### src/rtl/uart_pkg.sv
// Shared definitions for the UART frame transmitter: parity modes, FSM encoding
// and the rounded baud divider calculation.
package uart_pkg;

    localparam int PAR_NONE = 0;
    localparam int PAR_ODD  = 1;
    localparam int PAR_EVEN = 2;

    typedef enum logic [2:0] {
        ST_IDLE   = 3'd0,
        ST_START  = 3'd1,
        ST_DATA   = 3'd2,
        ST_PARITY = 3'd3,
        ST_STOP   = 3'd4,
        ST_GAP    = 3'd5,
        ST_DONE   = 3'd6
    } uart_state_e;

    // Nearest-integer clocks per bit, e.g. 1 MHz / 300 kbit/s -> 3.
    function automatic int calc_baud_div(input int clk_freq, input int baud);
        return (clk_freq + baud / 2) / baud;
    endfunction

endpackage

### src/rtl/uart_bit_timer.sv
// Baud counter: counts 0..DIV-1 and flags the last cycle of each bit period.
module uart_bit_timer #(
    parameter int DIV = 10
) (
    input  logic clk,
    input  logic rst,
    input  logic restart_i,
    output logic bit_end_o
);

    localparam int CW = (DIV > 2) ? $clog2(DIV) : 1;

    logic [CW-1:0] cnt_q;

    assign bit_end_o = (cnt_q == CW'(DIV - 1));

    always_ff @(posedge clk or posedge rst) begin
        if (rst) begin
            cnt_q <= '0;
        end else if (restart_i || bit_end_o) begin
            cnt_q <= '0;
        end else begin
            cnt_q <= cnt_q + 1'b1;
        end
    end

endmodule

### src/rtl/uart_frame_tx.sv
// Multi-byte UART transmitter: captures NBYTES bytes on a start strobe and sends
// them MSB byte first, each character LSB first, with optional parity and gaps.
module uart_frame_tx
    import uart_pkg::*;
#(
    parameter int CLK_FREQ  = 50_000_000,
    parameter int BAUD      = 115200,
    parameter int NBYTES    = 6,
    parameter int PARITY    = 0,
    parameter int STOP_BITS = 1,
    parameter int GAP_BITS  = 0
) (
    input  logic                  clk,
    input  logic                  rst,
    input  logic                  tx_start,
    input  logic [8*NBYTES-1:0]   tx_data,
    output logic                  uart_tx,
    output logic                  busy,
    output logic                  trans_done,
    output uart_state_e           state_o
);

    localparam int          BAUD_DIV  = calc_baud_div(CLK_FREQ, BAUD);
    localparam int          W         = 8 * NBYTES;
    localparam logic [4:0]  LAST_BYTE = 5'(NBYTES - 1);
    localparam logic [3:0]  STOP_LAST = 4'(STOP_BITS - 1);
    localparam logic [3:0]  GAP_LAST  = (GAP_BITS > 0) ? 4'(GAP_BITS - 1) : 4'd0;

    uart_state_e  state_q;
    logic [W-1:0] shreg_q;
    logic [4:0]   byte_idx_q;
    logic [3:0]   per_q;
    logic         tx_q;
    logic         busy_q;
    logic         done_q;

    logic [7:0]   cur_byte;
    logic         par_bit;
    logic         bit_end;
    logic         restart;

    assign cur_byte = shreg_q[W-1 -: 8];
    assign par_bit  = (PARITY == PAR_ODD) ? ~^cur_byte : ^cur_byte;
    // Holding the timer cleared while idle makes every state start on a fresh period.
    assign restart  = (state_q == ST_IDLE) || (state_q == ST_DONE);

    uart_bit_timer #(
        .DIV(BAUD_DIV)
    ) u_bit_timer (
        .clk       (clk),
        .rst       (rst),
        .restart_i (restart),
        .bit_end_o (bit_end)
    );

    // Handshake: tx_start is accepted only in IDLE or DONE (busy low); otherwise dropped.
    always_ff @(posedge clk or posedge rst) begin
        if (rst) begin
            state_q    <= ST_IDLE;
            shreg_q    <= '0;
            byte_idx_q <= '0;
            per_q      <= '0;
            tx_q       <= 1'b1;
            busy_q     <= 1'b0;
            done_q     <= 1'b0;
        end else begin
            done_q <= 1'b0;
            case (state_q)
                ST_IDLE, ST_DONE: begin
                    if (tx_start) begin
                        state_q    <= ST_START;
                        shreg_q    <= tx_data;
                        byte_idx_q <= '0;
                        per_q      <= '0;
                        tx_q       <= 1'b0;
                        busy_q     <= 1'b1;
                    end else begin
                        state_q <= ST_IDLE;
                        tx_q    <= 1'b1;
                        busy_q  <= 1'b0;
                    end
                end
                ST_START: begin
                    if (bit_end) begin
                        state_q <= ST_DATA;
                        per_q   <= '0;
                        tx_q    <= cur_byte[0];
                    end
                end
                ST_DATA: begin
                    if (bit_end) begin
                        if (per_q == 4'd7) begin
                            per_q <= '0;
                            if (PARITY != PAR_NONE) begin
                                state_q <= ST_PARITY;
                                tx_q    <= par_bit;
                            end else begin
                                state_q <= ST_STOP;
                                tx_q    <= 1'b1;
                            end
                        end else begin
                            per_q <= per_q + 4'd1;
                            tx_q  <= cur_byte[per_q[2:0] + 3'd1];
                        end
                    end
                end
                ST_PARITY: begin
                    if (bit_end) begin
                        state_q <= ST_STOP;
                        per_q   <= '0;
                        tx_q    <= 1'b1;
                    end
                end
                ST_STOP: begin
                    if (bit_end) begin
                        if (per_q == STOP_LAST) begin
                            per_q <= '0;
                            if (byte_idx_q == LAST_BYTE) begin
                                state_q <= ST_DONE;
                                tx_q    <= 1'b1;
                                busy_q  <= 1'b0;
                                done_q  <= 1'b1;
                            end else begin
                                byte_idx_q <= byte_idx_q + 5'd1;
                                shreg_q    <= shreg_q << 8;
                                if (GAP_BITS > 0) begin
                                    state_q <= ST_GAP;
                                    tx_q    <= 1'b1;
                                end else begin
                                    state_q <= ST_START;
                                    tx_q    <= 1'b0;
                                end
                            end
                        end else begin
                            per_q <= per_q + 4'd1;
                        end
                    end
                end
                ST_GAP: begin
                    if (bit_end) begin
                        if (per_q == GAP_LAST) begin
                            state_q <= ST_START;
                            per_q   <= '0;
                            tx_q    <= 1'b0;
                        end else begin
                            per_q <= per_q + 4'd1;
                        end
                    end
                end
                default: begin
                    state_q <= ST_IDLE;
                    tx_q    <= 1'b1;
                    busy_q  <= 1'b0;
                end
            endcase
        end
    end

    assign uart_tx    = tx_q;
    assign busy       = busy_q;
    assign trans_done = done_q;
    assign state_o    = state_q;

endmodule

### config.mk
export PLATFORM = sky130hd
export DESIGN_NAME = uart_frame_tx
export DESIGN_NICKNAME = d
export VERILOG_FILES = /design/src/rtl/uart_pkg.sv /design/src/rtl/uart_bit_timer.sv /design/src/rtl/uart_frame_tx.sv
export SDC_FILE = /design/constraint.sdc
export NUM_CORES = 1
export LEC_CHECK = 0
export CAP_MARGIN = 0
export CORE_MARGIN = 8
export CORE_UTILIZATION = 25
export DETAILED_ROUTE_END_ITERATION = 10
export GPL_TIMING_DRIVEN = 0
export REMOVE_ABC_BUFFERS = 1
export SYNTH_ARGS = -nofsm -noshare
export SYNTH_HDL_FRONTEND = slang
export SYNTH_HIERARCHICAL = 1
export SYNTH_SLANG_ARGS = --single-unit
### constraint.sdc
create_clock -name clk -period 3.95 [get_ports clk]
set_input_delay 0.395 -clock clk [delete_from_list [all_inputs] [get_ports clk]]
set_output_delay 0.395 -clock clk [all_outputs]
set_load 0.05 [all_outputs]
Word level (Yosys, flattened, before mapping). Cells that the tools add are included. W data, S select, Z words.

Register bits: 72. Output and inout bits: 6. Word-level logic and storage cells: 101.

Add/subtract/negate cells: 4. $lt $le $gt $ge: 1. Equal/unequal tests: 22. Multiplexer cells: 50. Bitwise gates (word level): 1. Reduce and logical (&&, ||, !) cells: 15.

Operator list (count): $mux W48 (4); $pmux W48 S2 (1); $mux W3 (9); $mux W4 (6); $mux W5 (4); $mux W1 (19); $pmux W3 S6 (1); $pmux W4 S4 (1); $ne A2 B1 Y1 const B (7); $ne A2 B2 Y1 const B (6); $pmux W5 S2 (1); $reduce_and A5 Y1 (2); $add A9 B1 Y9 const B (1); $eq A3 B3 Y1 const B (3); $eq A9 B9 Y1 const B (1); $mux W9 (1); $reduce_and A8 Y1 (1); $reduce_and A7 Y1 (1); $eq A3 B2 Y1 const B (2); $pmux W1 S6 (1); $reduce_or A2 Y1 (3); $add A5 B1 Y5 const B (1); $eq A5 B3 Y1 const B (1); $add A4 B1 Y4 const B (1); other kinds (14) (15).

Logic depth before layout (Yosys ltp).
Depth after elaboration: 6. Mapped depth: 10. Mapped depth without buffers: 8.

Modules after synthesis. The synthesis kept the hierarchy.

By module, submodules not included: uart_frame_tx (instances 1, cells each 327, area each 3315.7 um2); uart_bit_timer (instances 1, cells each 49, area each 489.2 um2).

Worst setup path after synthesis. Ideal clock, no wire load.

Path type: register to register. From: register u_bit_timer.cnt_q[2]. To: register byte_idx_q[4]. Arrival: 2.141 ns. Slack: 1.731 ns. Stages on the path, launching flop included: 7. Clock period less this slack: 2.219 ns. Path through: dfrtp_1 -> or3_4 -> nor3_1 -> and4bb_2 -> a32oi_4 -> or4_1 -> a21oi_1.

Longest elaborated chain between the ends: 3.

RTL lines: start: declaration (RTL line uart_bit_timer.sv:13) `logic [CW-1:0] cnt_q;`; start signal: assignment (RTL line uart_bit_timer.sv:23) `cnt_q <= cnt_q + 1'b1;`; $eq A9 B9 Y1 (RTL line uart_bit_timer.sv:15) `assign bit_end_o = (cnt_q == CW'(DIV - 1));`; via bit_end (RTL line uart_frame_tx.sv:39) `logic bit_end;`; $ne A2 B1 Y1 (no line); $reduce_and A5 Y1 (no line); end signal: assignment (RTL line uart_frame_tx.sv:124) `byte_idx_q <= byte_idx_q + 5'd1;`; end: declaration (RTL line uart_frame_tx.sv:31) `logic [4:0] byte_idx_q;`.

The timed path passes the listed nets, and every way through them passes these cells. A chain may end at the register's enable or synchronous reset.

Final worst setup path.
From: register u_bit_timer.cnt_q[2]. To: register shreg_q[1].

Longest elaborated chain between the ends: 3.

RTL lines: $eq A9 B9 Y1 (RTL line uart_bit_timer.sv:15); via bit_end (RTL line uart_frame_tx.sv:39); $ne A2 B1 Y1 (no line); $reduce_and A5 Y1 (no line); end signal: assignment (RTL line uart_frame_tx.sv:72) `shreg_q <= tx_data;`; end signal: assignment (RTL line uart_frame_tx.sv:125) `shreg_q <= shreg_q << 8;`; end: declaration (RTL line uart_frame_tx.sv:30) `logic [W-1:0] shreg_q;`.

The timed path passes the listed nets, and every way through them passes these cells.

==> impl_metrics.yaml <==
drt:
  highest_layer: "met4"
  wl_met2_um: 4023
  wl_met1_um: 4150
  ant_nets: 0
  routed_wl_um: 8667
  dr_total_vias: 2929
  vias_per_cell: 4.724
  wl_per_cell_um: 13.98
  wl_met3_um: 364
  drc_errors: 0
  drt_pass1_iterations: 4
  drt_first_iter_violations: 87
global_routing:
  antenna_found_initial: 0
  grt_pass1_wl_um: 14700
  grt_pass1_vias: 2944
  grt_max_degree: 64
  grt_use_total: 0.09244
  overflow: 0
critical_path:
  worstSetupPathType: "reg2reg"
  r2r_slack_ns: 1.05
  cp-end-kind: "flop"
  critPathLaunchType: "flop"
  critPathArrivalTime_ns: 3.12
  critPathRequiredTime_ns: 4.17
  rr_worst_depth: 7
  reg2reg_from: "u_bit_timer/cnt_q[2]"
  r2r_end: "shreg_q[1]"
  worstPathMaxFanout: 35
cts:
  cts_tree: "built"
  path_clk_slew_ns: 0.06
  cts_max_level: 3
  clock_latency_ns: 0.33
  numCtsBuffers: 9
  cts_setup_buffers: 0
  postCtsHoldBufs: 0
  numClockSinks: 72
  cts.root.buffer_cell: "clkbuf_16"
  clock_path_buffers: 2
  cts_resized: 0
synthesis:
  netlist_instances: 376
  yosys.area.top_type_share: 0.4670
  synth_top_cell_by_area: "dfrtp_1"
  synthesis.area_um2: 3805
  synth_adder_area_share: 0.01973
  yosysWarnings: 6
  synth_area_leaders: "dfrtp_1, mux2i_1, o21ai_1"
  synth_edf_count: 0
  synth_top_family_by_area: "simple AND/OR/NAND/NOR gates"
  synth_compound_area_frac: 0.1641
  ys_seq_area_frac: 0.4739
  synth.avg_cell_area_um2: 10.12
  synth_seq_cells: 72
  synthSimpleGateAreaFrac: 0.1651
  synth_xor_area_frac: 0.009207
  ys.flop_type: "dfrtp_1"
  ys_async_sr_fraction: 1.000
  synthMuxAreaShare: 0.1256
  ys_types: 51
pwr:
  p_comb_frac: 0.360
  internal_power_mw: 2.131
  p_total_mw: 3.296
  peakVddDrop_v: 0.0002212
  power_frac_clock: 0.265
  seq_power_share: 0.375
  power_density_nw_per_um2: 668.2
  netSwitchingPower_mw: 1.165
  p_leak_nw: 1.976
  swShare: 0.3535
timing:
  fin_skew_ns: 0.007082
  finalSetupViolations: 0
  timing.final.max_slew_violations: 0
  finalCritPeriodShare: 0.7348
  worstMarginPinSlew_ns: 0.8693
  finalHoldViolCount: 0
  fin_tns_setup_ns: 0
  max_freq_ghz: 0.3446
  setup_slack_ns: 1.048
  rsz0062_at_grt: "false"
  slew_headroom: 0.4198
  period_minus_slack_ns: 2.902
worst_hold_path:
  hp-class: "in2async"
final_layout:
  n_fill_cell: 1500
  layout.nets: 484
  postLayoutCoreUtil: 0.3281
  final_common_cell: "dfrtp_1"
  final_cell_mix: "dfrtp_1, clkdlybuf4s50_1, nand2_1"
  ff_latch_area_um2: 1803
  antenna_cells: 0
  area_growth_pct: 29.63
  multi_input_area_um2: 1847
  drive_gt1_frac: 0.08102
die:
  io_pins: 57
  die_h_um: 139.4
  start_util: 0.2531
  core_um2: 15030
  die_area_um2: 19420
  fp.dieW_um: 139.4
  placementRows: 45
placed_design:
  dp_slack_ns: 1.066
  io_buffers: 56
  dp_hpwl_um: 6231
  gp_congestion: 0.7595
run_status:
  outcome: "completed"
run:
  cap_violations: 0
## per-stage QoR
stage	hold WS [ns]	instance area, um^2	cells
global route	0.4692	4932	620
CTS	0.4193	4932	620
floorplan	0.2229	3689	355
global placement	0.4663	4484	599
finish	0.4214	4932	620
detailed placement	0.4754	4611	604
## power groups by stage
stage | clock (mW) | sequential (mW) | combinational [mW]
after floorplan | 0 | 1.26 | 0.788
after global placement | 0 | 1.23 | 1.12
after detailed placement | 0 | 1.25 | 1.20
after CTS | 0.900 | 1.24 | 1.21
after global routing | 0.930 | 1.28 | 1.32
final | 0.873 | 1.24 | 1.19
## registers in the layout (all words and copies together) (netlist names)
name,flops
busy,1
trans_done,1
shreg_q,48
byte_idx_q,5
state_o,3
per_q,4
u_bit_timer/cnt_q,9
uart_tx,1
## area by class of cell
| type | instances | area share |
|---|---|---|
| flip-flops and latches | 72 | 0.3656 |
| inverters | 12 | 0.009640 |
| clock buffers | 10 | 0.04845 |
| clock inverters | 6 | 0.01674 |
| well taps | 188 | 0.04769 |
| repair buffers | 61 | 0.1375 |
| multi-input cells | 271 | 0.3744 |
## cell usage after synthesis, types with 3 or more instances
| cell type | instances |
|---|---|
| a21o_1 | 3 |
| a21oi_1 | 13 |
| a22o_1 | 8 |
| a31oi_1 | 5 |
| and2_1 | 3 |
| and3_1 | 4 |
| buf_2 | 6 |
| buf_4 | 8 |
| clkbuf_1 | 7 |
| dfrtp_1 | 71 |
| ha_1 | 6 |
| inv_1 | 12 |
| mux2i_1 | 41 |
| nand2_1 | 53 |
| nand2b_1 | 5 |
| nand3_1 | 11 |
| nand3b_1 | 3 |
| nor2_1 | 9 |
| nor2b_1 | 5 |
| o21ai_0 | 6 |
| o21ai_1 | 48 |
| or3_1 | 5 |
| or3b_1 | 4 |
## worst max-delay path: stages, from the launching register on
cell and delay, ns:
dfrtp_1 0.45, or3_4 0.43, nor3_1 0.46, and4bb_2 0.40
a32oi_4 0.34, buf_12 0.31, buf_16 0.18, a22o_1 0.19
## metal layers
metal,vias to the layer above,track usage
met2,57,0.1454
met3,12,0.02394
met1,1410,0.1152
met5,-,0
met4,0,0.04622
li1,1450,-
## kinds of logic (layout without fill, tap and decap cells)
family,after synthesis,after routing
and+or+nand+nor,118,118
AOI/OAI and AO/OA,98,98
DFF,72,72
muxes,45,45
buffers and inverters,33,89
adders and majority gates,6,6
xor gates and xnor gates,4,4
## worst max path at each step
| stage | from | to | slack, ns | depth (start not counted) |
|---|---|---|---|---|
| 5_1_grt | u_bit_timer/cnt_q[2] | shreg_q[2] | 0.89 | 7 |
| 2_1_floorplan | state_o[2] | byte_idx_q[4] | -1.61 | 4 |
| 3_5_place_dp | u_bit_timer/cnt_q[2] | shreg_q[6] | 1.07 | 7 |
| 6_report | u_bit_timer/cnt_q[2] | shreg_q[1] | 1.05 | 7 |
| 4_1_cts | u_bit_timer/cnt_q[2] | byte_idx_q[4] | 1.04 | 6 |
| 3_3_place_gp | state_o[2] | byte_idx_q[4] | -2.86 | 4 |
No activity file was read; power rests on OpenSTA's default activity.
